## src/rtl/bus_arbiter4_4bit_pkg.sv

```systemverilog
// Shared constants for the 4-requester bus arbiter and the issue logic that feeds it.
package bus_arbiter4_4bit_pkg;

    localparam logic IDLE  = 1'b0;
    localparam logic OWNED = 1'b1;

    localparam int NREQ  = 4;
    localparam int SEL_W = 2;

    typedef enum logic {
        ST_IDLE  = IDLE,
        ST_OWNED = OWNED
    } arb_state_t;

endpackage

```

## src/rtl/mux4_1_4bit.sv

```systemverilog
// 4:1 multiplexer, 4 bits wide; select picks which input reaches the output.
module mux4_1_4bit (
    input  logic [1:0] sel,
    input  logic [3:0] in0,
    input  logic [3:0] in1,
    input  logic [3:0] in2,
    input  logic [3:0] in3,
    output logic [3:0] out
);

    // Data path selection
    always_comb begin
        out = 4'b0000;
        case (sel)
            2'd0:    out = in0;
            2'd1:    out = in1;
            2'd2:    out = in2;
            2'd3:    out = in3;
            default: out = 4'b0000;
        endcase
    end

endmodule

```

## src/rtl/bus_arbiter4_4bit.sv

```systemverilog
// Round-robin arbiter owning the select of a shared 4:1 4-bit bus mux,
// with a per-tenure hold limit that forces rotation under contention.
module bus_arbiter4_4bit
    import bus_arbiter4_4bit_pkg::*;
#(
    parameter int MAX_HOLD = 8,
    parameter int HOLD_W   = 4
) (
    input  logic             clk,
    input  logic             rst,
    input  logic [NREQ-1:0]  req,
    input  logic [3:0]       in0,
    input  logic [3:0]       in1,
    input  logic [3:0]       in2,
    input  logic [3:0]       in3,
    output logic [NREQ-1:0]  gnt,
    output logic [SEL_W-1:0] sel,
    output logic             valid,
    output logic [3:0]       out
);

    localparam logic [HOLD_W-1:0] HOLD_LAST_C = HOLD_W'(MAX_HOLD - 1);
    localparam logic [HOLD_W-1:0] HOLD_SAT_C  = {HOLD_W{1'b1}};
    localparam bit                UNLIMITED_C = (MAX_HOLD == 0);

    arb_state_t        state_r;
    logic [SEL_W-1:0]  ptr_r;
    logic [HOLD_W-1:0] hold_cnt_r;
    logic [NREQ-1:0]   gnt_r;
    logic [SEL_W-1:0]  sel_r;
    logic              valid_r;

    logic [SEL_W:0]    win_s;
    logic              keep_s;
    logic [HOLD_W-1:0] hold_inc_s;
    logic [3:0]        mux_out_s;
    logic [3:0]        out_s;

    // Returns {found, index}; search starts at start and wraps, lowest offset wins.
    function automatic logic [SEL_W:0] pick_winner(input logic [NREQ-1:0] req_v,
                                                   input logic [SEL_W-1:0] start);
        logic [SEL_W:0]   result;
        logic [SEL_W-1:0] idx;
        result = {1'b0, {SEL_W{1'b0}}};
        for (int k = NREQ - 1; k >= 0; k--) begin
            idx = start + SEL_W'(k);
            if (req_v[idx]) begin
                result = {1'b1, idx};
            end else begin
                result = result;
            end
        end
        return result;
    endfunction

    // Next winner, tenure continuation and saturating tenure increment
    always_comb begin
        win_s      = pick_winner(req, ptr_r);
        keep_s     = 1'b0;
        hold_inc_s = hold_cnt_r;
        if (req[sel_r]) begin
            if (UNLIMITED_C) begin
                keep_s = 1'b1;
            end else if (hold_cnt_r < HOLD_LAST_C) begin
                keep_s = 1'b1;
            end else begin
                keep_s = 1'b0;
            end
        end else begin
            keep_s = 1'b0;
        end
        if (hold_cnt_r != HOLD_SAT_C) begin
            hold_inc_s = hold_cnt_r + HOLD_W'(1);
        end else begin
            hold_inc_s = hold_cnt_r;
        end
    end

    // Arbitration state machine with registered grant, select and valid
    always_ff @(posedge clk or negedge rst) begin
        if (!rst) begin
            state_r    <= ST_IDLE;
            ptr_r      <= {SEL_W{1'b0}};
            hold_cnt_r <= {HOLD_W{1'b0}};
            gnt_r      <= {NREQ{1'b0}};
            sel_r      <= {SEL_W{1'b0}};
            valid_r    <= 1'b0;
        end else begin
            case (state_r)
                ST_IDLE: begin
                    if (win_s[SEL_W]) begin
                        state_r    <= ST_OWNED;
                        gnt_r      <= NREQ'(1) << win_s[SEL_W-1:0];
                        sel_r      <= win_s[SEL_W-1:0];
                        valid_r    <= 1'b1;
                        ptr_r      <= win_s[SEL_W-1:0] + SEL_W'(1);
                        hold_cnt_r <= {HOLD_W{1'b0}};
                    end else begin
                        state_r <= ST_IDLE;
                    end
                end
                ST_OWNED: begin
                    if (keep_s) begin
                        hold_cnt_r <= hold_inc_s;
                    end else if (win_s[SEL_W]) begin
                        // ptr already points past the owner, so it loses ties
                        gnt_r      <= NREQ'(1) << win_s[SEL_W-1:0];
                        sel_r      <= win_s[SEL_W-1:0];
                        valid_r    <= 1'b1;
                        ptr_r      <= win_s[SEL_W-1:0] + SEL_W'(1);
                        hold_cnt_r <= {HOLD_W{1'b0}};
                    end else begin
                        state_r <= ST_IDLE;
                        gnt_r   <= {NREQ{1'b0}};
                        valid_r <= 1'b0;
                    end
                end
                default: begin
                    state_r    <= ST_IDLE;
                    gnt_r      <= {NREQ{1'b0}};
                    valid_r    <= 1'b0;
                    hold_cnt_r <= {HOLD_W{1'b0}};
                end
            endcase
        end
    end

    mux4_1_4bit u_mux (
        .sel (sel_r),
        .in0 (in0),
        .in1 (in1),
        .in2 (in2),
        .in3 (in3),
        .out (mux_out_s)
    );

    // Bus data is forced to zero while nobody owns the bus
    always_comb begin
        out_s = 4'b0000;
        if (valid_r) begin
            out_s = mux_out_s;
        end else begin
            out_s = 4'b0000;
        end
    end

    assign gnt   = gnt_r;
    assign sel   = sel_r;
    assign valid = valid_r;
    assign out   = out_s;

endmodule
```

## config.mk

```make
export PLATFORM = sky130hd
export DESIGN_NAME = bus_arbiter4_4bit
export DESIGN_NICKNAME = d
export VERILOG_FILES = /design/src/rtl/bus_arbiter4_4bit_pkg.sv /design/src/rtl/mux4_1_4bit.sv /design/src/rtl/bus_arbiter4_4bit.sv
export SDC_FILE = /design/constraint.sdc
export NUM_CORES = 1
export LEC_CHECK = 0
export BUFFER_PORTS_ARGS = -buffer_cell sky130_fd_sc_hd__buf_4
export CORE_MARGIN = 1
export CORE_UTILIZATION = 40
export CTS_BUF_LIST = sky130_fd_sc_hd__clkbuf_4 sky130_fd_sc_hd__clkbuf_8
export CTS_CLUSTER_SIZE = 30
export DETAILED_ROUTE_END_ITERATION = 6
export GPL_TIMING_DRIVEN = 0
export PLACE_DENSITY = 0.66
export SLEW_MARGIN = 20
export SYNTH_ARGS = -nofsm -noshare
export SYNTH_HDL_FRONTEND = slang
export SYNTH_SLANG_ARGS = --single-unit
```

## constraint.sdc

```tcl
create_clock -name clk -period 2.4 [get_ports clk]
set_input_delay 0.12 -clock clk [delete_from_list [all_inputs] [get_ports clk]]
set_output_delay 0.12 -clock clk [all_outputs]
set_load 0.02 [all_outputs]
```

---- Word level (Yosys, flattened, before mapping) ----
Index checks and enable logic that the tools add are counted.
cells by class
  $lt $le $gt $ge ......................... 6
  equality and inequality tests ........... 7
  add/sub/neg operators ................... 5
  multiplexer cells ....................... 38
  bitwise logic cells ..................... 1
  shift operators ......................... 1
  reduce and logical (&&, ||, !) cells .... 2
operator list
  operator                                                                      number
  4-bit two-way mux                                                             7
  4-bit one-hot mux with 2 select lines                                         2
  4-bit one-hot mux with 4 select lines                                         1
  2-bit by 3-bit less-than comparator with 1-bit output, second input constant  5
  3-bit two-way mux                                                             4
  1-bit two-way mux                                                             11
  1-bit binary-select mux with 2-bit select                                     5
  2-bit two-way mux                                                             4
  2-bit one-hot mux with 2 select lines                                         2
  2-bit by 1-bit adder with 2-bit output, second input constant                 2
  2-bit adder, second input constant                                            2
  4-bit by 1-bit adder with 4-bit output, second input constant                 1
  2-bit equality test, second input constant                                    2
  4-bit by 3-bit less-than comparator with 1-bit output, second input constant  1
  2-bit inequality test, second input constant                                  2
  4-bit inequality test, second input constant                                  1
  1-bit one-hot mux with 2 select lines                                         2
  1-bit by 2-bit left shift with 4-bit output, first input constant             1
  3-bit by 2-bit inequality test with 1-bit output, second input constant       1
  2-bit by 1-bit equality test with 1-bit output, second input constant         1
  2-bit zero test                                                               1
  2-bit AND reduction                                                           1
  1-bit inverter                                                                1
storage, ports and cells
  input port bits ......................... 22
  flip-flop bits (word level) ............. 14
  word-level logic and storage cells ...... 66
  output and inout port bits .............. 11

---- Logic depth before layout (Yosys ltp) ----
Gate-level depths: netlist (run 1).
  word-level depth ........................ 11
  mapped depth ............................ 6
  depth with buffers taken out ............ 6

---- Modules after synthesis ----
From an unflattened synthesis (run 1), not the netlist that was laid out.
second synthesis, totals
  cells, all modules ...................... 69
  area total of the unflattened synthesis .. 844.6 µm²
by module, submodules not included
  module             sequential area each (µm²)  instances  area each (µm²)  cells each
  bus_arbiter4_4bit  350.3                       1          739.5            65
  mux4_1_4bit        0.0                         1          105.1            4

---- Worst setup path after synthesis (run 1) ----
OpenSTA, ideal clock, no wires.
  path kind ............................... register to register
  start ................................... register sel_r[0] (netlist: sel[0])
  end ..................................... register sel_r[1] (netlist: sel[1])
  stages on the path, launching flop included .. 6
  data required time ...................... 2.275 ns
  setup time .............................. 0.125 ns
  arrival ................................. 1.749 ns
  slack ................................... 0.526 ns
  path buffers ............................ 2
  clock period less this slack ............ 1.874 ns
  path through ............................ dfrtp_1 -> buf_6 -> mux4_2 -> a31oi_4 -> buf_6 -> mux2_4
on the way
  longest elaborated chain between the ends .. 4
ends and longest elaborated chain
  what                                       RTL line                  RTL
  start, declared                            bus_arbiter4_4bit.sv:30   logic [SEL_W-1:0] sel_r;
  start signal, assigned                     bus_arbiter4_4bit.sv:86   sel_r <= {SEL_W{1'b0}};
  start signal, assigned                     bus_arbiter4_4bit.sv:94   sel_r <= win_s[SEL_W-1:0];
  start signal, assigned                     bus_arbiter4_4bit.sv:108  sel_r <= win_s[SEL_W-1:0];
  1-bit binary-select mux with 2-bit select  bus_arbiter4_4bit.sv:61   if (req[sel_r]) begin
  1-bit two-way mux (implied by the code)    bus_arbiter4_4bit.sv:61
  1-bit two-way mux                          bus_arbiter4_4bit.sv:61
  2-bit inequality test (no line)            --
Every way passes these cells. The select of a mux whose other input is x is not followed.
A chain may end at the register's enable or synchronous reset.

---- Worst setup path in the final report (run 1) ----
  start ................................... register ptr_r[0]
  end ..................................... register gnt_r[2] (netlist: gnt[2])
on the way
  longest elaborated chain between the ends .. 11
  elaborated cells on any way between the ends .. 22
  those cells by class .................... add/sub (3); eq/ne (1); shift (1); mux (16); reduce/logical (1)
ends and longest elaborated chain
  what                                             RTL line                                           RTL
  start, declared                                  bus_arbiter4_4bit.sv:27                            logic [SEL_W-1:0] ptr_r;
  start signal, assigned                           bus_arbiter4_4bit.sv:83                            ptr_r <= {SEL_W{1'b0}};
  start signal, assigned                           bus_arbiter4_4bit.sv:96                            ptr_r <= win_s[SEL_W-1:0] + SEL_W'(1);
  start signal, assigned                           bus_arbiter4_4bit.sv:110                           ptr_r <= win_s[SEL_W-1:0] + SEL_W'(1);
  2-bit adder                                      bus_arbiter4_4bit.sv:46                            idx = start + SEL_W'(k);
  1-bit binary-select mux with 2-bit select        bus_arbiter4_4bit.sv:47                            if (req_v[idx]) begin
  1-bit two-way mux (implied by the code)          bus_arbiter4_4bit.sv:47
  3-bit two-way mux (3 in series)                  bus_arbiter4_4bit.sv:47
  3-bit two-way mux (*)                            bus_arbiter4_4bit.sv:47
  named net win_s[0]                               bus_arbiter4_4bit.sv:33                            logic [SEL_W:0] win_s;
  1-bit by 2-bit left shift with 4-bit output (*)  bus_arbiter4_4bit.sv:93, bus_arbiter4_4bit.sv:107
  4-bit two-way mux                                bus_arbiter4_4bit.sv:105                           end else if (win_s[SEL_W]) begin
  4-bit two-way mux                                bus_arbiter4_4bit.sv:103                           if (keep_s) begin
  4-bit one-hot mux with 2 select lines (*)        bus_arbiter4_4bit.sv:89                            case (state_r)
  end signal, assigned                             bus_arbiter4_4bit.sv:93                            gnt_r <= NREQ'(1) << win_s[SEL_W-1:0];
  end signal, assigned                             bus_arbiter4_4bit.sv:107                           gnt_r <= NREQ'(1) << win_s[SEL_W-1:0];
  end signal, assigned                             bus_arbiter4_4bit.sv:114                           gnt_r <= {NREQ{1'b0}};
  end, declared                                    bus_arbiter4_4bit.sv:29                            logic [NREQ-1:0] gnt_r;
The timed path passes the listed nets; every way through them passes the cells marked *. The select of a mux whose other input is x is not followed.

==> results.cfg, run 1 <==
[sta]
fin_tns_setup_ns = 0
slew-limit-headroom = 0.5354
finalCritPeriodShare = 0.7980
final-setup-viol-count = 0
period_minus_slack_ns = 1.915
fin_ws_ns = 0.4848
tightestPinTransition_ns = 0.6927
final_max_slew_viol_count = 0
skew_ns = 0.002122
rsz0062_at_grt = false
hold_viol = 0
max_freq_ghz = 0.5221

[logic_synthesis]
synth.distinct_cells = 25
yosysMostFrequentCell = dfrtp_1
synth_top_area_share = 0.4058
syn-instance-count = 73
yosys-top-cells-count = dfrtp_1, inv_1, ha_1, nand2_1
synth-seq-cells = 14
synthesis.area_um2 = 863.3
synth.net_count = 100
syn_avg_cell_area_um2 = 11.83
ys.flop_type = dfrtp_1
netlist_top_cells_area = dfrtp_1, mux4_2, ha_1
synth_largest_area_cell = dfrtp_1
ys_warn_count = 0
synth_edf_count = 0
async_reset_ff_frac = 1.000
synth_seq_area_share = 0.4058

[global_route]
first_global_vias = 670
grt_pass1_wl_mm = 3.015
antenna_found_initial = 0
grt_remaining_overflow = 0
grt_usage = 0.1615
grt_max_degree = 15

[floorplan]
core_mm2 = 0.002002
die-width_um = 48.46
rows = 16
io_pins = 33
start_util = 0.4312
die_height_um = 48.46
dieArea_mm2 = 0.002348

[clock_network]
clk-insertion-delay-late_ns = 0.27
cts-root-buf = clkbuf_4
path_clk_slew_ns = 0.09
htreeDepth = 1
cts.sinks = 14
cts_tree = built
hold_buffers = 1
cts_max_path_buffers = 2
cts_resized = 0
cts_setup_buffers = 0
cts_buffers = 3

[critical_path]
endpoint_kind = register
worstPathCellList = nand2b_1 > a21oi_1 > a211oi_1 > inv_1 > ha_1 > a22o_1
r2r_end = gnt[2]
worst_r2r_path_depth = 6
slowest_delay_ns = 0.59
critPathBufInv = 1
cp_slowest_cell = a211oi_1
worstSetupPathType = register to register
cp_max_fo = 5
arrival_ns = 2.08
cp-start-kind = register
r2r_start = ptr_r[0]
crit_start = ptr_r[0]
cpLargestDelayFamily = compound AO/OA/AOI/OAI gates
setup.worst_path.end = gnt[2]
worst-path-stages = 6
cp.required_ns = 2.56
r2r_slack_ns = 0.48

[outcome]
outcome = finished clean

[finish]
antenna-diode-count = 0
layout-drive-gt1-share = 0.4182
syn2layout_area_growth_pct = 37.10
nets = 138

[routing]
via_per_inst = 5.058
first_pass_iters = 4
wire_per_inst_um = 12.66
ant_nets = 0
initialDrtViolationCount = 10
routed-via-count = 693
drt_wl_total_mm = 1.734
drc = 0

[run]
maxCapViolations = 0

[power]
leakage_nw = 0.5699
vdd_drop_max_mv = 0.5628
power_density_mw_per_mm2 = 1120

[placement]
hpwl_mm = 1.335
io_buffer_count = 32
place.gp.congestion = 0.7353
pre_cts_ws_ns = 0.5618

[min_path]
hold_path.class = input port to register
-- layout by cell type (no fill, tap or decap) --
| master | synthesis | routed |
|---|---|---|
| a211oi_1 | 1 | 1 |
| a21o_1 | 2 | 2 |
| a21oi_1 | 4 | 4 |
| a22o_1 | 4 | 4 |
| a31oi_1 | 1 | 1 |
| a31oi_4 | 1 | 1 |
| and2_1 | 4 | 4 |
| buf_4 | 0 | 32 |
| buf_6 | 2 | 2 |
| clkbuf_4 | 0 | 3 |
| clkbuf_8 | 0 | 1 |
| dfrtp_1 | 14 | 14 |
| dlygate4sd3_1 | 0 | 1 |
| ha_1 | 5 | 5 |
| inv_1 | 6 | 6 |
| mux2_2 | 1 | 1 |
| mux2_4 | 1 | 1 |
| mux4_1 | 2 | 2 |
| mux4_2 | 3 | 3 |
| nand2_1 | 5 | 5 |
| nand2b_1 | 2 | 2 |
| nand3_1 | 2 | 2 |
| nor2_1 | 4 | 4 |
| nor2b_1 | 2 | 2 |
| nor4_4 | 1 | 1 |
| o21ai_0 | 3 | 3 |
| o21ai_2 | 1 | 1 |
| o22a_1 | 1 | 1 |
| o22ai_1 | 1 | 1 |
-- state kept, by name (all words and copies together), names as in the netlist --
signal,flops
sel,2
gnt,4
state_r,1
ptr_r,2
valid,1
hold_cnt_r,4
-- worst min path at each step --
stage,from,endpoint,cells past startpoint
after floorplan,rst,gnt[0],0
final,req[2],state_r,3
after global placement,rst,hold_cnt_r[2],1
after detailed placement,rst,hold_cnt_r[2],1
after CTS,req[2],state_r,3
after global routing,req[2],state_r,3
-- kinds of logic after synthesis --
kind of cell,count (synthesis),synth area share
buffers and inverters,8,0.05217
multiplexers,7,0.1696
flip-flops,14,0.4058
AO/OA/AOI/OAI,19,0.1667
AND/OR/NAND/NOR,20,0.1333
adder cells (fa/ha/maj),5,0.07246
-- per-layer routing --
layer,part of all wire,GRT usage,vias to the layer above,wire (um)
met1,0.47,0.2097,320,816
li1,-,-,341,-
met2,0.46,0.2723,30,790
met5,0,0,-,0
met3,0.068,0.03145,2,118
met4,0.0058,0.04902,0,10
-- tightest hold or removal path, cell delays in order --
cell,delay [ns]
buf_4,0.11
nor4_4,0.06
inv_1,0.08
-- power breakdown --
part	switching (W)	internal, W
Sequential	0.0000805	0.000321
Combinational	0.000362	0.000395
Clock	0.0000752	0.0000921
Total	0.000518	0.000808
-- area by class of cell --
cell class              count  area [um2]
multi-input cells          51       467.9
inverters                   6       22.52
clock buffers               4       36.28
repair buffers             33       250.2
well taps                  27       33.78
plain buffers               2       22.52
flip-flops and latches     14       350.3
fillers                   173       818.3
-- through the flow --
step | std cells | hold slack (ns) | util | area, um2 | power [W]
detailed placement | 132 | -0.01912 | 0.5681 | 1137 | 0.001170
finish | 137 | 0.1366 | 0.5913 | 1184 | 0.001326
CTS | 137 | 0.1394 | 0.5913 | 1184 | 0.001338
floorplan | 73 | -0.1756 | - | 863.3 | 0.0009141
global placement | 132 | -0.02206 | 0.5681 | 1137 | 0.001157
global route | 137 | 0.1587 | 0.5913 | 1184 | 0.001418
Power figures use the tool's default switching activity.
==> run 2, diff against run 1 <==
PLACE_DENSITY = 0.69   (was 0.66)
clock period = 1.5 ns   (was 2.4 ns; I/O delays follow)
==> results.cfg, run 2 (synthesis gave the netlist of run 1 again) <==
[run]
maxCapViolations = 0

[placement]
pre_cts_ws_ns = -0.3553
io_buffer_count = 32
place.gp.congestion = 0.7322
dpl_cell_area_mm2 = 0.001139
hpwl_mm = 1.443

[finish]
syn2layout_area_growth_pct = 48.99
final_common_cell = buf_4
final_cell_mix = buf_4, dfrtp_1, buf_6, inv_1
final_core_util = 0.6425
fin_area_mm2 = 0.001286
antenna-diode-count = 0
nets = 147
layout-drive-gt1-share = 0.5462

[sta]
fin_ws_ns = -0.2681
final_max_slew_viol_count = 0
finalCritPeriodShare = 1.179
final-setup-viol-count = 14
tightestPinTransition_ns = 0.4403
max_freq_ghz = 0.5656
rsz0062_at_grt = true
fin_tns_setup_ns = -2.705
hold_viol = 0
period_minus_slack_ns = 1.768
slew-limit-headroom = 0.7042
skew_ns = 0.0002190

[global_route]
first_global_vias = 715
grt_max_degree = 15
grt_usage = 0.1779
grt_pass1_wl_mm = 3.174
antenna_found_initial = 0
grt_remaining_overflow = 0

[clock_network]
clk-insertion-delay-late_ns = 0.28
cts_buffers = 3
cts_max_path_buffers = 2
path_clk_slew_ns = 0.09
cts_tree = built
htreeDepth = 1
cts-root-buf = clkbuf_4
cts.sinks = 14

[power]
leakage_nw = 0.6225
power_density_mw_per_mm2 = 1926
p_switching_w = 0.0009268
switching_share = 0.3742
combPwrFrac = 0.620
vdd_drop_max_mv = 1.038
p_int_w = 0.001550
seqPwrFrac = 0.268
finalPower_w = 0.002477
clock_power_share = 0.112

[routing]
initialDrtViolationCount = 3
wire_per_inst_um = 13.68
wl_met2_mm = 1.011
first_pass_iters = 3
via_per_inst = 5.185
drt_wl_total_mm = 1.997
m1WireLength_um = 848
routed-via-count = 757
drc = 0
top_layer = met4
ant_nets = 0
routed-wl-met3_um = 121

[critical_path]
endpoint_kind = register
crit_start = sel[0]
cp.required_ns = 1.67
r2r_start = sel[0]
crit_top_cell = buf_6
cp-start-kind = register
r2r_slack_ns = -0.27
worst_r2r_path_depth = 5
cp_max_fo = 6
r2r_end = sel[1]
worstSetupPathType = register to register
arrival_ns = 1.94
setup.worst_path.end = sel[1]
slowest_delay_ns = 0.57
cp_slowest_cell = mux4_2
worstPathCellList = buf_6 > mux4_2 > a31oi_4 > buf_6 > mux2_4

[floorplan]
start_util = 0.4312
rows = 16
core_mm2 = 0.002002
die-width_um = 48.46
dieArea_mm2 = 0.002348
io_pins = 33
die_height_um = 48.46

[outcome]
outcome = finished, violations left
violations = negative setup slack

[min_path]
hold_path.class = input port to register
-- run 2: cell count changes in the layout (fill, tap and decap cells not counted), moves of 2 or more --
cell | previous run | this run
and2_1 | 4 | 0
mux4_2 | 3 | 5
mux4_1 | 2 | 0
buf_4 | 32 | 36
buf_6 | 2 | 7
and2_4 | 0 | 4
-- run 2: how the worst min path moves through the flow --
stage,start,endpoint,depth (start not counted)
finish,req[2],state_r,3
floorplan,rst,gnt[0],0
CTS,req[2],state_r,3
global route,req[2],state_r,3
global placement,rst,valid,1
detailed placement,rst,valid,1
-- run 2: final cells by class --
| cell class | instances | area (um2) |
|---|---|---|
| clock buffer | 4 | 36.28 |
| inverter | 6 | 22.52 |
| sequential | 14 | 351.6 |
| buffer | 2 | 22.52 |
| timing repair buffer | 42 | 336.6 |
| multi-input combinational | 51 | 483.0 |
| fill | 175 | 715.7 |
| tap | 27 | 33.78 |
-- run 2: critical path, delay by kind of cell (launching register included) --
family                 cells  cell delay (ns)
AOI/OAI and AO/OA          1             0.19
muxes                      2             0.85
buffers and inverters      2             0.25
DFF                        1             0.37
-- run 2: per-stage QoR --
| step | std cells | hold WS, ns |
|---|---|---|
| 2_1_floorplan | 73 | -0.2206 |
| 3_3_place_gp | 132 | -0.06769 |
| 3_5_place_dp | 132 | -0.06358 |
| 4_1_cts | 141 | 0.08176 |
| 5_1_grt | 146 | 0.09534 |
| 6_report | 146 | 0.08351 |
-- run 2: timing repair --
item | 4_1_cts | 5_1_grt
pin swaps | 2 | 6
resized for setup | 9 | 5
endpoints found under the hold margin | 14 | 0
hold buffers | 1 | 0
endpoints found under the setup margin | 17 | 15
cloned | 0 | 0
setup buffers | 4 | 5
-- run 2: routing by layer --
layer,vias to the layer above,global-route usage
li1,356,-
met5,-,0
met4,0,0.08824
met3,2,0.02830
met2,26,0.3122
met1,373,0.2105
-- run 2: power by group through the flow --
stage	Combinational, W	Clock (W)	Sequential [W]
6_report	0.00154	0.000277	0.000664
4_1_cts	0.00140	0.000279	0.000658
3_5_place_dp	0.00122	0	0.000658
5_1_grt	0.00165	0.000295	0.000685
3_3_place_gp	0.00120	0	0.000652
2_1_floorplan	0.000741	0	0.000725
